`config.mk`:
```
export PLATFORM = sky130hd
export DESIGN_NAME = pic_sequencer
export DESIGN_NICKNAME = d
export VERILOG_FILES = /design/src/rtl/pic_params.sv /design/src/rtl/pic_sequencer.sv
export SDC_FILE = /design/constraint.sdc
export NUM_CORES = 1
export LEC_CHECK = 0
export CAP_MARGIN = 25
export CORE_UTILIZATION = 30
export CTS_CLUSTER_DIAMETER = 30
export DETAILED_ROUTE_END_ITERATION = 10
export PLACE_DENSITY_LB_ADDON = 0.05
export RECOVER_POWER = 50
export SYNTH_ARGS = -nofsm -noshare
export SYNTH_HDL_FRONTEND = slang
export SYNTH_SLANG_ARGS = --single-unit
```
`constraint.sdc`:
```
create_clock -name clk -period 5.05 [get_ports clk]
set_clock_uncertainty 0.2 [all_clocks]
set_input_delay 1.01 -clock clk [delete_from_list [all_inputs] [get_ports clk]]
set_output_delay 1.01 -clock clk [all_outputs]
set_load 0.02 [all_outputs]
```
`src/rtl/pic_params.sv`:
```
// Shared constants for the baseline 12-bit PIC core: ALU opcode width and
// the opcode codes driven from the sequencer to the ALU.
package pic_params;

    localparam int ALU_INST_WIDTH = 5;

    // Codes are assigned in the same order as the decode groups.
    localparam logic [ALU_INST_WIDTH-1:0] ALU_NOP    = 5'd0;
    localparam logic [ALU_INST_WIDTH-1:0] ALU_MOVWF  = 5'd1;
    localparam logic [ALU_INST_WIDTH-1:0] ALU_CLRW   = 5'd2;
    localparam logic [ALU_INST_WIDTH-1:0] ALU_CLRF   = 5'd3;
    localparam logic [ALU_INST_WIDTH-1:0] ALU_SUBWF  = 5'd4;
    localparam logic [ALU_INST_WIDTH-1:0] ALU_DECF   = 5'd5;
    localparam logic [ALU_INST_WIDTH-1:0] ALU_IORWF  = 5'd6;
    localparam logic [ALU_INST_WIDTH-1:0] ALU_ANDWF  = 5'd7;
    localparam logic [ALU_INST_WIDTH-1:0] ALU_XORWF  = 5'd8;
    localparam logic [ALU_INST_WIDTH-1:0] ALU_ADDWF  = 5'd9;
    localparam logic [ALU_INST_WIDTH-1:0] ALU_MOVF   = 5'd10;
    localparam logic [ALU_INST_WIDTH-1:0] ALU_COMF   = 5'd11;
    localparam logic [ALU_INST_WIDTH-1:0] ALU_INCF   = 5'd12;
    localparam logic [ALU_INST_WIDTH-1:0] ALU_DECFSZ = 5'd13;
    localparam logic [ALU_INST_WIDTH-1:0] ALU_RRF    = 5'd14;
    localparam logic [ALU_INST_WIDTH-1:0] ALU_RLF    = 5'd15;
    localparam logic [ALU_INST_WIDTH-1:0] ALU_SWAPF  = 5'd16;
    localparam logic [ALU_INST_WIDTH-1:0] ALU_INCFSZ = 5'd17;
    localparam logic [ALU_INST_WIDTH-1:0] ALU_BCF    = 5'd18;
    localparam logic [ALU_INST_WIDTH-1:0] ALU_BSF    = 5'd19;
    localparam logic [ALU_INST_WIDTH-1:0] ALU_BTFSC  = 5'd20;
    localparam logic [ALU_INST_WIDTH-1:0] ALU_BTFSS  = 5'd21;
    localparam logic [ALU_INST_WIDTH-1:0] ALU_MOVLW  = 5'd22;
    localparam logic [ALU_INST_WIDTH-1:0] ALU_IORLW  = 5'd23;
    localparam logic [ALU_INST_WIDTH-1:0] ALU_ANDLW  = 5'd24;
    localparam logic [ALU_INST_WIDTH-1:0] ALU_XORLW  = 5'd25;

endpackage

```
`src/rtl/pic_sequencer.sv`:
```
// pic_sequencer: fetch/decode/execute controller for the baseline 12-bit PIC.
// Fetches from program ROM, decodes into ALU controls, and executes all
// program-flow instructions with a PC and a 2-level hardware stack.
// Optional feature macro: PIC_STACK_CHECK_EN (sticky stack over/underflow flag).
module pic_sequencer #(
    parameter int                    DWIDTH         = 8,
    parameter int                    IWIDTH         = 12,
    parameter int                    PC_WIDTH       = 9,
    parameter int                    ALU_INST_WIDTH = pic_params::ALU_INST_WIDTH,
    parameter logic [PC_WIDTH-1:0]   RESET_VECTOR   = '1
) (
    input  logic                      clk,
    input  logic                      rst,
    input  logic                      run,
    input  logic                      wake,
    output logic [PC_WIDTH-1:0]       pmem_addr,
    output logic                      pmem_rd,
    input  logic [IWIDTH-1:0]         pmem_data,
    output logic [ALU_INST_WIDTH-1:0] alu_instruction,
    output logic [2:0]                bit_num,
    output logic [DWIDTH-1:0]         literal_value,
    output logic                      dest_bit,
    output logic [4:0]                freg_addr,
    input  logic                      alu_skip,
    output logic                      sleeping,
    output logic                      stack_err
);

    typedef enum logic [2:0] {
        ST_FETCH,
        ST_DECODE,
        ST_EXEC,
        ST_WB,
        ST_SKIP,
        ST_SLEEP
    } state_t;

    localparam logic [IWIDTH-1:0] SLEEP_WORD = IWIDTH'(12'h003);

    state_t              state;
    state_t              next_state;
    logic [PC_WIDTH-1:0] pc;
    logic [IWIDTH-1:0]   ir;
    logic [PC_WIDTH-1:0] stk0;
    logic [PC_WIDTH-1:0] stk1;
    logic                is_goto;
    logic                is_call;
    logic                is_retlw;
    logic                push;
    logic                pop;

    // Map an instruction word onto the ALU opcode it needs; control-flow and
    // NOP-class words drive NOP, RETLW drives MOVLW so W receives the literal.
    function automatic logic [ALU_INST_WIDTH-1:0] decode_alu(input logic [IWIDTH-1:0] w);
        logic [5:0]                grp;
        logic [ALU_INST_WIDTH-1:0] op;
        grp = w[11:6] - 6'd2;
        op  = pic_params::ALU_NOP;
        casez (w[11:0])
            12'b0000_001?_????: op = pic_params::ALU_MOVWF;
            12'b0000_0100_0000: op = pic_params::ALU_CLRW;
            12'b0000_011?_????: op = pic_params::ALU_CLRF;
            12'b0000_0???_????: op = pic_params::ALU_NOP;
            12'b00??_????_????: op = pic_params::ALU_SUBWF + ALU_INST_WIDTH'(grp);
            12'b01??_????_????: op = pic_params::ALU_BCF + ALU_INST_WIDTH'(w[9:8]);
            12'b1000_????_????: op = pic_params::ALU_MOVLW;
            12'b11??_????_????: op = pic_params::ALU_MOVLW + ALU_INST_WIDTH'(w[9:8]);
            default:            op = pic_params::ALU_NOP;
        endcase
        return op;
    endfunction

    assign is_goto   = (ir[11:9] == 3'b101);
    assign is_call   = (ir[11:8] == 4'b1001);
    assign is_retlw  = (ir[11:8] == 4'b1000);
    assign pmem_addr = pc;

    // State register.
    always_ff @(posedge clk or negedge rst) begin
        // NOTE: sequential state uses non-blocking assignments so every
        // register samples pre-edge values, independent of block order.
        if (!rst) begin
            state <= ST_FETCH;
        end else begin
            state <= next_state;
        end
    end

    // Next-state logic plus the combinational strobes for ROM, sleep and stack.
    always_comb begin
        // NOTE: every output gets a default first, so no path leaves one
        // unassigned and no latch is inferred.
        next_state = state;
        pmem_rd    = 1'b0;
        sleeping   = 1'b0;
        push       = 1'b0;
        pop        = 1'b0;
        case (state)
            ST_FETCH: begin
                if (run) begin
                    pmem_rd    = 1'b1;
                    next_state = ST_DECODE;
                end
            end
            ST_DECODE: next_state = ST_EXEC;
            ST_EXEC: begin
                push       = is_call;
                pop        = is_retlw;
                next_state = ST_WB;
            end
            ST_WB: begin
                if (alu_skip) begin
                    next_state = ST_SKIP;
                end else if (ir == SLEEP_WORD) begin
                    next_state = ST_SLEEP;
                end else begin
                    next_state = ST_FETCH;
                end
            end
            ST_SKIP: next_state = ST_FETCH;
            ST_SLEEP: begin
                sleeping = 1'b1;
                if (wake) begin
                    next_state = ST_FETCH;
                end
            end
            default: next_state = ST_FETCH;
        endcase
    end

    // Datapath: instruction register, registered ALU controls, PC and stack.
    always_ff @(posedge clk or negedge rst) begin
        if (!rst) begin
            pc              <= RESET_VECTOR;
            ir              <= '0;
            stk0            <= '0;
            stk1            <= '0;
            alu_instruction <= pic_params::ALU_NOP;
            bit_num         <= '0;
            literal_value   <= '0;
            dest_bit        <= 1'b0;
            freg_addr       <= '0;
        end else begin
            case (state)
                ST_DECODE: begin
                    ir              <= pmem_data;
                    pc              <= pc + PC_WIDTH'(1);
                    alu_instruction <= decode_alu(pmem_data);
                    bit_num         <= pmem_data[7:5];
                    literal_value   <= pmem_data[DWIDTH-1:0];
                    dest_bit        <= pmem_data[5];
                    freg_addr       <= pmem_data[4:0];
                end
                ST_EXEC: begin
                    // ALU controls are live only for EXEC; WB sees NOP.
                    alu_instruction <= pic_params::ALU_NOP;
                    if (is_goto) begin
                        pc <= PC_WIDTH'(ir[8:0]);
                    end else if (push) begin
                        stk1 <= stk0;
                        stk0 <= pc;
                        pc   <= PC_WIDTH'(ir[7:0]);
                    end else if (pop) begin
                        // stk1 keeps its value, so a deep pop repeats it.
                        pc   <= stk0;
                        stk0 <= stk1;
                    end
                end
                ST_SKIP: pc <= pc + PC_WIDTH'(1);
                default: ;
            endcase
        end
    end

`ifdef PIC_STACK_CHECK_EN
    logic [1:0] depth;
    logic       err_q;

    // Occupancy tracking with a sticky flag on push-when-full or pop-when-empty.
    always_ff @(posedge clk or negedge rst) begin
        if (!rst) begin
            depth <= 2'd0;
            err_q <= 1'b0;
        end else if (push) begin
            if (depth == 2'd2) begin
                err_q <= 1'b1;
            end else begin
                depth <= depth + 2'd1;
            end
        end else if (pop) begin
            if (depth == 2'd0) begin
                err_q <= 1'b1;
            end else begin
                depth <= depth - 2'd1;
            end
        end
    end

    assign stack_err = err_q;
`else
    assign stack_err = 1'b0;
`endif

endmodule
```
* Word-level counts from Yosys, hierarchy flattened *
Cells that the tools add are included.

storage, ports and cells
  output and inout port bits = 34
  logic and storage cells = 65
  flip-flop bits (word level) = 64
  input bits = 17

operators by class
  muxes and demuxes = 20
  reductions and logical operators = 11
  eq/ne operators = 18
  bitwise operators = 1
  add/subtract/negate cells = 5

operators by type and width
  cell                                               count
  2-to-1 mux 9 bit                                   5
  case mux 5 bit (4 select lines)                    1
  case mux 9 bit (2 select lines)                    1
  case mux 3 bit (5 select lines)                    1
  case mux 5 bit (3 select lines)                    1
  == test 12 x 2 -> 1 bit (second input constant)    1
  == test 12 x 7 -> 1 bit (second input constant)    1
  == test 4 bit (second input constant)              3
  2-to-1 mux 3 bit                                   4
  adder 5 x 2 -> 5 bit (first input constant)        2
  case mux 5 bit (2 select lines)                    1
  adder 9 x 1 -> 9 bit (second input constant)       1
  == test 3 bit (second input constant)              3
  == test 7 x 1 -> 1 bit (second input constant)     1
  == test 7 x 2 -> 1 bit (second input constant)     1
  == test 3 x 2 -> 1 bit (second input constant)     2
  AND reduction 3 bit                                2
  nonzero test 2 bit                                 3
  adder 3 x 5 -> 5 bit (first input constant)        1
  zero test 5 bit                                    1
  2-to-1 mux 1 bit                                   5
  2-to-1 mux 5 bit                                   1
  subtractor 5 x 2 -> 5 bit (second input constant)  1
  != test 2 bit (second input constant)              2
  9 further kinds                                    10

* Longest topological paths before layout *
Gate-level depths: netlist of the first run.

  depth after elaboration = 6
  mapped depth = 7
  mapped depth without buffers = 5

* Least setup slack after synthesis of the first run *
OpenSTA, ideal clock, no wires.

  path type = input to output
  start = input run
  end = output pmem_rd
  path slack = 2.116 ns
  path buffers = 0
  data arrival time = 1.724 ns
  data required time = 3.840 ns
  stages = 1
  path through = nor4b_1

on the way
  word-level cells in the longest chain between the ends = 2

ends and longest elaborated chain
  what                RTL line              text
  start: declaration  pic_sequencer.sv:14   input logic run,
  2-to-1 mux 1 bit    pic_sequencer.sv:100  if (run) begin
  2-to-1 mux 1 bit    pic_sequencer.sv:98   case (state)
  end: declaration    pic_sequencer.sv:17   output logic pmem_rd,

Every way passes these cells.

* Final worst setup path of the first run *
Ends and elaborated chain as after synthesis.

==> results of run 1 <==
state kept, by name (all words and copies together), names as in the netlist:
register / count
pmem_addr: 9
ir: 5
alu_instruction: 5
bit_num: 2
stk0: 9
state: 3
literal_value: 5
stk1: 9
per-stage QoR:
stage	hold WS [ns]	cells	area [um^2]	worst slack [ns]	power, mW
finish	0.281	394	3220	1.47	2.04
global route	0.329	394	3220	1.15	2.19
CTS	0.296	394	3240	1.47	2.07
detailed placement	0.276	386	3160	1.49	1.84
global placement	0.265	386	3160	1.50	1.84
floorplan	0.262	255	2710	2.12	1.50
how the worst max path moves through the flow:
stage,endpoint,slack [ns]
finish,pmem_rd,1.47
global placement,pmem_rd,1.50
global route,literal_value[2],1.15
floorplan,pmem_rd,2.12
CTS,pmem_rd,1.47
detailed placement,pmem_rd,1.49
final cells by class:
class	instances	share of cell area
Inverter	5	0.00582
Tap cell	108	0.0419
Sequential cell	47	0.368
Multi-Input combinational cell	175	0.406
Timing Repair Buffer	51	0.153
Clock buffer	8	0.0248
cells in the final DEF (no fill, tap or decap), types with 2 or more instances in the layout:
cell             count
ha_1                 3
inv_1                4
mux2i_1             17
nor2_1               9
and3_1               3
mux2_2              25
nand4_1              5
nand3_1              2
o21ai_0              8
clkbuf_8             5
clkdlybuf4s50_1     48
nor2b_1              2
dfrtp_1             38
nor3b_1              2
nor4_1               4
o211ai_1             2
o21ai_1              8
a22oi_1              2
nand2b_1             4
a221o_1              2
clkbuf_1             5
o221a_2              2
nand3b_1             3
a21oi_1             12
a21o_1               2
dfstp_2              9
nor3_1               7
nand2_1             20
o21bai_1             2
critical path: cells and delay by family:
family / cells / cell delay, ns
buffers and inverters: 2 / 1.13
and+or+nand+nor: 1 / 0.23
power by group through the flow:
stage | sequential (mW) | combinational (mW) | clock, mW
after CTS | 0.809 | 1.03 | 0.237
after floorplan | 0.737 | 0.767 | 0
after detailed placement | 0.817 | 1.02 | 0
final | 0.801 | 1.01 | 0.221
after global routing | 0.841 | 1.10 | 0.251
after global placement | 0.815 | 1.03 | 0
cell families (layout without fill, tap and decap cells):
logic type      after synthesis  in the layout  share of synthesized area
xor+xnor                      2              2                    0.00646
buf+inv                      33             64                     0.0784
simple gates                 69             69                      0.144
other cells                   1              1                    0.00138
fa+ha+maj                     3              3                     0.0138
mux                          42             42                      0.166
flops                        47             47                      0.438
compound gates               58             58                      0.152
per-layer routing:
| layer | GRT usage | wire length, um | part of all wire |
|---|---|---|---|
| met5 | 0 | 0 | 0 |
| met4 | 0.0379 | 60 | 0.0087 |
| met3 | 0.0273 | 251 | 0.037 |
| met2 | 0.229 | 2940 | 0.43 |
| met1 | 0.229 | 3610 | 0.53 |
==> impl_summary.md, run 1 <==
Run status
The run finished, with violations left. The final reports fail on capacitance limit, slew limit.

Hold path
The hold path startpoint is alu_instruction[4]. The worst hold path was traced through 2 stages. The worst hold-check path type is reg2reg. The end point of the most critical hold path is alu_instruction[4].

Final layout
The fraction of the core area covered by cells at the end of the flow is 0.370. The layout overhead on the synthesized area is 18.8%. For this run, the post-layout net count is just over 300. The fraction of final layout cells with drive strength greater than 1 is 0.175. The footprint of the flip-flops and latches is 1190 um^2. The final antenna diode count is 0.

The total area of multi-input combinational cells is 1310 um^2. Fill cells in the final layout number around 860.

Placed design
Detailed placement finished with a half-perimeter wire length of 4850 um. The placer congestion estimate is between 0.7 and 0.8. During placement, the flow inserted port buffers numbering a little under 50.

CTS
The number of gates resized after cts is 0. The H-tree generated during clock tree synthesis spans 2 levels. The buffer count from post-CTS setup fixing is 0. TritonCTS built the clock tree. The total CTS buffers is 5. The clock transition at the registers of the reported paths is around 0.080 ns.

The clock drives 47 sinks. The insertion delay of the later-clocked pin in the worst-skew pair is approximately 0.30 ns. The root buffer cell chosen for the clock tree is clkbuf_8.

In this run the deepest clock path goes through 2 buffers. The number of buffers added to fix hold violations after cts is 0.

Power
The internal portion of the total power is about 1.2 mW. Of the total power, registers draw 0.393. The worst-case vdd ir drop is ~0.00027 V.

The total power density per cell area is between 600 and 700 nW/um^2. Of the total power, the share spent switching nets is 0.431. The share of total power dissipated in combinational logic is 0.498. The clock power share is 0.108. The leakage power of the design is 1.31 nW. In this run the power spent charging and discharging nets is 0.877 mW.

Worst setup path
The cell with the largest stage delay on the worst path is clkdlybuf4s50_1. The setup slack of the worst register-to-register path is approximately 2.5 ns. The worst register-to-register path ends at stk0[8]. The signal arrival time at the worst endpoint is roughly 2.4 ns. The data required time at the worst endpoint is around 3.8 ns. The classification of the worst setup path is in2out. The most frequent cell on the critical path is clkdlybuf4s50_1. Of all nets on the critical path, the largest fanout is 2.

The worst setup path is launched from a primary input. The launching instance or port of the critical path is run. The type of destination of the critical path is an output pin. Walking the worst path, the cells encountered are clkdlybuf4s50_1 -> nor4b_1 -> clkdlybuf4s50_1. The number of cells on the worst reg-to-reg path is 4.

For this run, the slowest stage of the critical path takes approximately 0.65 ns. The beginning of the worst register-to-register path is state[1].

Yosys
After synthesis, the cell types taking the most area are dfrtp_1 (35%), mux2_2 (10%), dfstp_2 (8.7%). The share of synthesized area in the top cell type comes to 0.350. The number of instances in the synthesized netlist is ~260. The most frequent cell after synthesis is dfrtp_1. The number of nets in the synthesized netlist is approximately 280. Synthesis inferred between 40 and 50 register bits. Among all flip-flop cells after synthesis, the most frequent one is dfrtp_1.

The sequential fraction of the synthesis area is 0.438. Yosys printed 0 warnings. The count of flip-flops with a built-in enable after synthesis is 0. The total standard cell area after synthesis is 2710 um^2. By count the netlist is led by dfrtp_1 (38), mux2_2 (25), nand2_1 (20). Of all flip-flops after synthesis, the portion carrying an async set or reset was 1.00. The number of different library cells in the post-synthesis netlist is 61.

The library cell with the largest summed area after synthesis is dfrtp_1. The average footprint of a synthesized cell is around 11 um^2.

Drt
The number of vias per cell is ~5.1. The count of nets left with antenna violations once routing finished came out at 0. The residual DRC count is 0.

The total wirelength of the detailed-routed design is a little under 7000 um. The wire length per cell is between 15 and 20 um. The first-iteration detailed-routing DRC count is 52.

For this block, the via count after detailed routing is roughly 2,000. The first detailed-routing pass took 4 iterations.

Timing
The final-report hold violation count was 0. The number of max-slew violations in the final report came to between 40 and 50. The maximum operating frequency is 279 MHz. The number of failing setup endpoints in the final timing report is 0.

Setup repair after global routing left no endpoint under its margin. The final period demand of the worst path is roughly 3.6 ns. In the finished design, the share of the clock period the worst path needs comes to 0.709. Headroom to the max-slew limit came out at -0.718. At the pin with the least slew margin, the transition time is roughly 2.6 ns. The summed negative setup slack over all endpoints is 0 ns.

Floorplan
The full die area is between 9000 and 10,000 um^2. The starting density of the core is 0.311. The number of I/O pins is 51. The standard cell core area is around 8700 um^2.

The width of the chip is around 100 um. The number of core rows is 34. The die is 97.1 um tall.

GRT
The number of global-route vias before repair is 1,972. For this run the aggregate overflow at the end of global routing stands at 0. The largest net degree at the start of global routing is 48.

The global router's overall resource usage is 0.154. The number of antenna violations at the first check in global routing came to 0. The global-route wire length before repair is between 10,000 and 15,000 um.

Run
The number of max-cap violations is 1.
Note: power is estimated with default switching activity, not from simulation.
==> run 2: changes to the inputs <==
==> constraint.sdc (replaced) <==
create_clock -name clk -period 3.1 [get_ports clk]
set_clock_uncertainty 0.2 [all_clocks]
set_input_delay 0.62 -clock clk [delete_from_list [all_inputs] [get_ports clk]]
set_output_delay 0.62 -clock clk [all_outputs]
set_load 0.02 [all_outputs]
==> run 2 against run 1 <==
The run now ends clean. Cell area increased by 2.2%. Register-to-register slack lost 1.9 ns. Non-clock buffer count grew 7. Setup slack got worse by 1.2 ns. First-iteration DRC count grew to 2.9 times the previous value. Combinational power is 73% higher. Via count increased by 1.1%. Critical path depth stayed put. Largest cell class unchanged.
==> impl_summary.md, run 2 (same netlist as run 1, synthesis figures left out) <==
Timing
Setup repair after global routing left no endpoint under its margin. The final-report hold violation count is 0 (unchanged). The number of failing setup endpoints in the final timing report is 0 (unchanged).

The headroom to the max-slew limit was 0.173 (+0.891). The number of max-slew violations in the final report is 0 (-100%). Based on the critical path, the design can be clocked at up to 358 MHz. The final worst-path setup slack came to 0.305 ns (-1.17 ns).

Of the available clock period, the critical path in the final layout requires 0.902. The clock period could shrink to between 2 and 3 ns. The summed negative setup slack over all endpoints is 0 ns (unchanged).

The worst hold slack across all endpoints is 0.288 ns (+0.00760 ns). The slew of the pin with the lowest slew margin is 1.24 ns (-1.34 ns).

Run status
The run finished with clean final reports.

Worst setup path
The setup slack of the worst register-to-register path is 0.60 ns (-1.88 ns). STA classifies the critical path endpoint as an output pin. The launching instance or port of the critical path is run. The highest fanout seen on the critical path is 2 (unchanged). The signal arrival time at the worst endpoint was 1.98 ns (-0.39 ns).

The most critical setup path has its endpoint at pmem_rd. The data required time at the worst endpoint came to 2.28 ns (-1.56 ns). The classification of the worst setup path is in2out. The worst setup path is launched from a primary input. The beginning of the worst register-to-register path is state[1]. The worst reg2reg path endpoint is alu_instruction[0]. The number of cells on the worst reg-to-reg path is 4 (unchanged).

GRT
The number of global-route vias before repair is 1,981 (+0.46%). The largest net degree at the start of global routing is 48 (unchanged). The global router's overall resource usage is 0.158 (+0.00437).

The number of antenna violations at the first check in global routing was 0 (unchanged). The overall overflow remaining after global route came to 0 (unchanged). The global-route wire length before repair was 11,500 um (+1.6%).

Floorplan
The number of I/O pins came to 51 (unchanged). The full die area is 9430 um^2 (unchanged). The chip height came to 97.1 um (unchanged). The width of the chip is 97.1 um (unchanged).

The standard cell core area is 8720 um^2 (unchanged). The number of core rows is 34 (unchanged). The starting density of the core came to 0.311 (unchanged).

CTS
The maximum clock insertion buffer count came to 2 (unchanged). The insertion delay of the later-clocked pin in the worst-skew pair is 0.30 ns (about the same). The number of gates resized after cts came to 0 (unchanged). The total number of clock tree sinks is 47 (unchanged). TritonCTS built the clock tree. The number of buffers added to fix hold violations after cts is 0 (unchanged). The number of H-tree levels is 2 (unchanged). The total CTS buffers is 5 (unchanged). The CTS root buffer is clkbuf_8. The buffer count from post-CTS setup fixing was 0 (unchanged).

The clock transition at the registers of the reported paths is 0.08 ns (about the same).

Drt
The wire length per cell was 17.7 um (+1.8%). The residual antenna-violating net count after detailed routing was 0 (unchanged). The residual DRC count is 0 (unchanged). The number of vias per cell is 5.07 (-0.67%). The length of the first detailed-routing pass in iterations is 4 (unchanged). The via count was 2,035 (+1.1%). The total wirelength of the detailed-routed design is 7110 um (+3.6%). The first-iteration detailed-routing DRC count is 153 (+190%).

Power
The worst-case vdd ir drop is 0.000444 V (+62%). The total power density per cell area came to 1040 nW/um^2 (+64%). The leakage power of the design is 1.37 nW (+4.5%). The post-layout total power is 3.42 mW (+68%).

Placed design
The number of port buffers came to 49 (unchanged). The placer congestion estimate is 0.816 (+2.0%). The pre-CTS setup slack is 0.301 ns (-1.19 ns).

The detailed placement HPWL is 5010 um (+3.2%).

Final layout
The number of nets in the final layout is 312 (+2.3%). The final antenna diode count came to 0 (unchanged). The fill cell instance count of the final layout is 884 (+2.6%).

In the layout the commonest cells are clkdlybuf4s50_1 (43), dfrtp_1 (38), mux2_2 (25). The fraction of final layout cells with drive strength greater than 1 came to 0.201 (+0.0265). The area growth from synthesis to layout is 21.3%.

The total area of multi-input combinational cells is 1310 um^2 (unchanged). The footprint of the flip-flops and latches is 1190 um^2 (unchanged). The most common library cell in the layout ignoring fill and taps is clkdlybuf4s50_1.

Run
The number of max-cap violations came to 0 (-1).

Hold path
The worst hold-check path type is reg2reg.
run 2: cell count changes in the layout (fill, tap and decap cells not counted):
cell,delta
clkbuf_8,+2
clkdlybuf4s50_1,-5
buf_4,+6
clkbuf_2,+1
clkbuf_1,-2
dlygate4sd3_1,+5
run 2: layout make-up:
class | count | share of cell area
tap | 108 | 0.0410
timing repair buffer | 58 | 0.165
clock buffer | 8 | 0.0304
sequential | 47 | 0.361
inverter | 5 | 0.00570
multi-input combinational | 175 | 0.397
run 2: where the power goes:
part	internal (mW)	total, mW	leakage, nW	switching [mW]
registers	0.901	1.25	0.583	0.351
logic	0.853	1.75	0.735	0.902
clock network	0.204	0.409	0.0515	0.205
run 2: worst min path at each step:
stage | start | endpoint | depth (start not counted)
floorplan | rst | alu_instruction[0] | 0
global placement | alu_instruction[4] | alu_instruction[4] | 2
detailed placement | alu_instruction[4] | alu_instruction[4] | 2
CTS | rst | stk0[8] | 2
global route | alu_instruction[2] | alu_instruction[2] | 2
finish | alu_instruction[2] | alu_instruction[2] | 2
run 2: critical path, stage by stage:
cell             delay, ns
clkdlybuf4s50_1       0.47
nor4b_1               0.23
clkdlybuf4s50_1       0.65
run 2: stage by stage:
step,cells,area [um^2],utilization
floorplan,255,2710,-
global placement,393,3220,0.369
detailed placement,393,3220,0.369
CTS,401,3320,0.381
global route,401,3290,0.378
finish,401,3290,0.378
run 2: routing by layer:
metal / track usage / routed length (um) / vias up / part of all wire
li1: - / - / 1001 / -
met1: 0.239 / 3640 / 973 / 0.51
met2: 0.229 / 3070 / 56 / 0.43
met3: 0.0317 / 341 / 5 / 0.048
met4: 0.0379 / 51 / 0 / 0.0072
met5: 0 / 0 / - / 0
==> run 3: changes to the inputs <==
--- a/config.mk
+++ b/config.mk
@@ -6,6 +6,7 @@
 export NUM_CORES = 1
 export LEC_CHECK = 0
 export CAP_MARGIN = 25
+export CORE_MARGIN = 2
 export CORE_UTILIZATION = 30
 export CTS_CLUSTER_DIAMETER = 30
 export DETAILED_ROUTE_END_ITERATION = 10
==> run 3 against run 2 <==
Count of clock-buffer cells in the layout shrank 2. Maximum frequency about the same. Sequential share of layout area down 0.18 points. Via count rose by 1.3%. Global-route usage down 0.61 points. Cell area grew 0.49%. Setup slack worse by 0.0013 ns. Die area is 4.2% higher. Non-clock buffer count fell by 2. Flip-flop and latch count did not move. Total power is 3.3% higher.
==> impl_summary.md, run 3 (same netlist as run 1, synthesis figures left out) <==
Run status
The run finished with clean final reports.

Power
The worst-case vdd ir drop came to 0.000434 V (-2.4%). The total power density per cell area is 1070 nW/um^2 (+2.8%). The post-layout total power is 3.53 mW (+3.3%).

The leakage power of the design is 1.36 nW (-0.72%).

Worst setup path
The critical path's largest stage delay was 0.66 ns (about the same). The signal arrival time at the worst endpoint is 1.98 ns (about the same). Walking the worst path, the cells encountered are clkdlybuf4s50_1 -> nor4b_1 -> clkdlybuf4s50_1. The data required time at the worst endpoint is 2.28 ns (about the same).

The worst setup path is launched from a primary input. The worst path buffer plus inverter count is 2 (unchanged). Among cell families on the critical path, the largest total delay comes from buffers and inverters. The highest fanout seen on the critical path came to 2 (unchanged). The worst setup path is captured at an output pin. The worst setup path is of the in2out kind. The cell that appears most often on the critical path is clkdlybuf4s50_1. The count of cell instances traversed by the critical path is 3 (unchanged).

On the critical path, the stage with the largest delay is an instance of clkdlybuf4s50_1. The number of cells on the worst reg-to-reg path is 5 (+1).

Hold path
The worst hold-check path type is in2async.

Floorplan
The standard cell core area is 8760 um^2 (+0.49%). The chip height came to 99.1 um (+2.1%). The starting density of the core is 0.310 (-0.00151). The full die area was 9820 um^2 (+4.2%). The number of core rows is 34 (unchanged).

The width of the chip came to 99.1 um (+2.1%). The number of I/O pins is 51 (unchanged).

CTS
The number of gates resized after cts is 0 (unchanged). The clock transition at the registers of the reported paths is 0.10 ns (+0.02 ns). The maximum clock insertion buffer count was 2 (unchanged). The total CTS buffers came to 5 (unchanged). The CTS root buffer is clkbuf_8.

The number of H-tree levels is 2 (unchanged). The buffer count from post-CTS setup fixing is 0 (unchanged). The insertion delay of the later-clocked pin in the worst-skew pair is 0.30 ns (about the same). The number of buffers added to fix hold violations after cts is 0 (unchanged). The total number of clock tree sinks came to 47 (unchanged).

TritonCTS built the clock tree.

GRT
The overall overflow remaining after global route came to 0 (unchanged). The number of antenna violations at the first check in global routing came to 0 (unchanged). The global-route wire length before repair is 11,600 um (+1.2%). The global router's overall resource usage came to 0.152 (-0.00613).

The number of global-route vias before repair is 2,090 (+5.5%). The largest net degree at the start of global routing is 33 (-31%).

Timing
The final period demand of the worst path came to 2.80 ns (+0.00128 ns). The final-report hold violation count was 0 (unchanged). Setup repair after global routing left no endpoint under its margin.

The slew of the pin with the lowest slew margin is 1.49 ns (+0.250 ns). The final worst-path setup slack came to 0.304 ns (-0.00128 ns). The worst hold slack across all endpoints was 0.105 ns (-0.183 ns). The headroom to the max-slew limit is 0.00625 (-0.166).

The maximum operating frequency is 358 MHz (about the same). The number of failing setup endpoints in the final timing report is 0 (unchanged). The number of max-slew violations in the final report was 0 (unchanged). The summed negative setup slack over all endpoints was 0 ns (unchanged). The share of the clock period used by the worst path came to 0.902 (about the same).

Placed design
The pre-CTS setup slack is 0.279 ns (-0.0218 ns). The detailed placement HPWL is 5050 um (+0.87%). The number of port buffers is 49 (unchanged). The placer congestion estimate is 0.787 (-3.6%).

Drt
The residual antenna-violating net count after detailed routing is 0 (unchanged). The length of the first detailed-routing pass in iterations is 4 (unchanged). The total wirelength of the detailed-routed design is 7080 um (-0.34%).

The via count is 2,061 (+1.3%). The wire length per cell was 17.8 um (+0.16%). The residual DRC count is 0 (unchanged). The number of vias per cell came to 5.17 (+1.8%).

The first-iteration detailed-routing DRC count came to 52 (-66%).

Final layout
The final antenna diode count was 0 (unchanged). The fill cell instance count of the final layout is 897 (+1.5%). Relative to the synthesized area, the layout overhead comes to 21.9%. In the layout the commonest cells are clkdlybuf4s50_1 (48), dfrtp_1 (38), mux2_2 (25).

The most common library cell in the layout ignoring fill and taps is clkdlybuf4s50_1. The fraction of final layout cells with drive strength greater than 1 is 0.182 (-0.0192). The fraction of the core area covered by cells at the end of the flow is 0.378 (about the same). The number of nets in the final layout was 310 (-0.64%).

Run
The number of max-cap violations was 0 (unchanged).
[run 3: changes by cell type in the layout (fill, tap and decap cells not counted), sizes merged]
cell           previous run  this run
buf                       7         2
bufinv                    0         2
clkdlybuf4s50            43        48
dlygate4sd3               5         0
dlymetal6s4s              0         1
[run 3: layout make-up]
cell class	instances	area, um^2	area share
timing repair buffer	56	527	0.159
clock inverter	2	60.1	0.0181
tap	108	135	0.0408
clock buffer	6	72.6	0.0219
inverter	5	18.8	0.00567
multi-input combinational	175	1310	0.395
sequential	47	1190	0.359
[run 3: layer usage]
| layer | GRT usage | up-vias | share of wire |
|---|---|---|---|
| met5 | 0 | - | 0 |
| met4 | 0.0495 | 0 | 0.017 |
| met3 | 0.0302 | 13 | 0.043 |
| met2 | 0.226 | 58 | 0.43 |
| met1 | 0.222 | 996 | 0.50 |
| li1 | - | 994 | - |
[run 3: stage by stage]
stage / instance area [um^2] / std cells
floorplan: 2710 / 255
global placement: 3190 / 390
detailed placement: 3210 / 391
CTS: 3340 / 399
global route: 3310 / 399
finish: 3310 / 399
[run 3: path summary, 6_finish.rpt]
kind | slack, ns | startpoint | endpoint
worst max-delay path | 0.30 | run | pmem_rd
worst min-delay path | 0.11 | rst | stk0[5]
worst max register to register | 0.61 | state[0] | alu_instruction[0]
worst min register to register | 0.29 | alu_instruction[2] | alu_instruction[2]
max in group asynchronous | 0.68 | rst | ir[11]
min in group clk | 0.29 | alu_instruction[2] | alu_instruction[2]
[run 3: power breakdown]
group          switching, mW  internal, mW
clock                  0.220         0.323
combinational          0.902         0.843
sequential             0.339         0.901
[run 3: worst register-to-register path, delay by kind of cell, from the launching register on]
family / cells / cell delay, ns
AO/OA/AOI/OAI: 3 / 0.73
AND/OR/NAND/NOR: 1 / 0.23
flip-flops: 1 / 0.60
buffers and inverters: 1 / 0.65
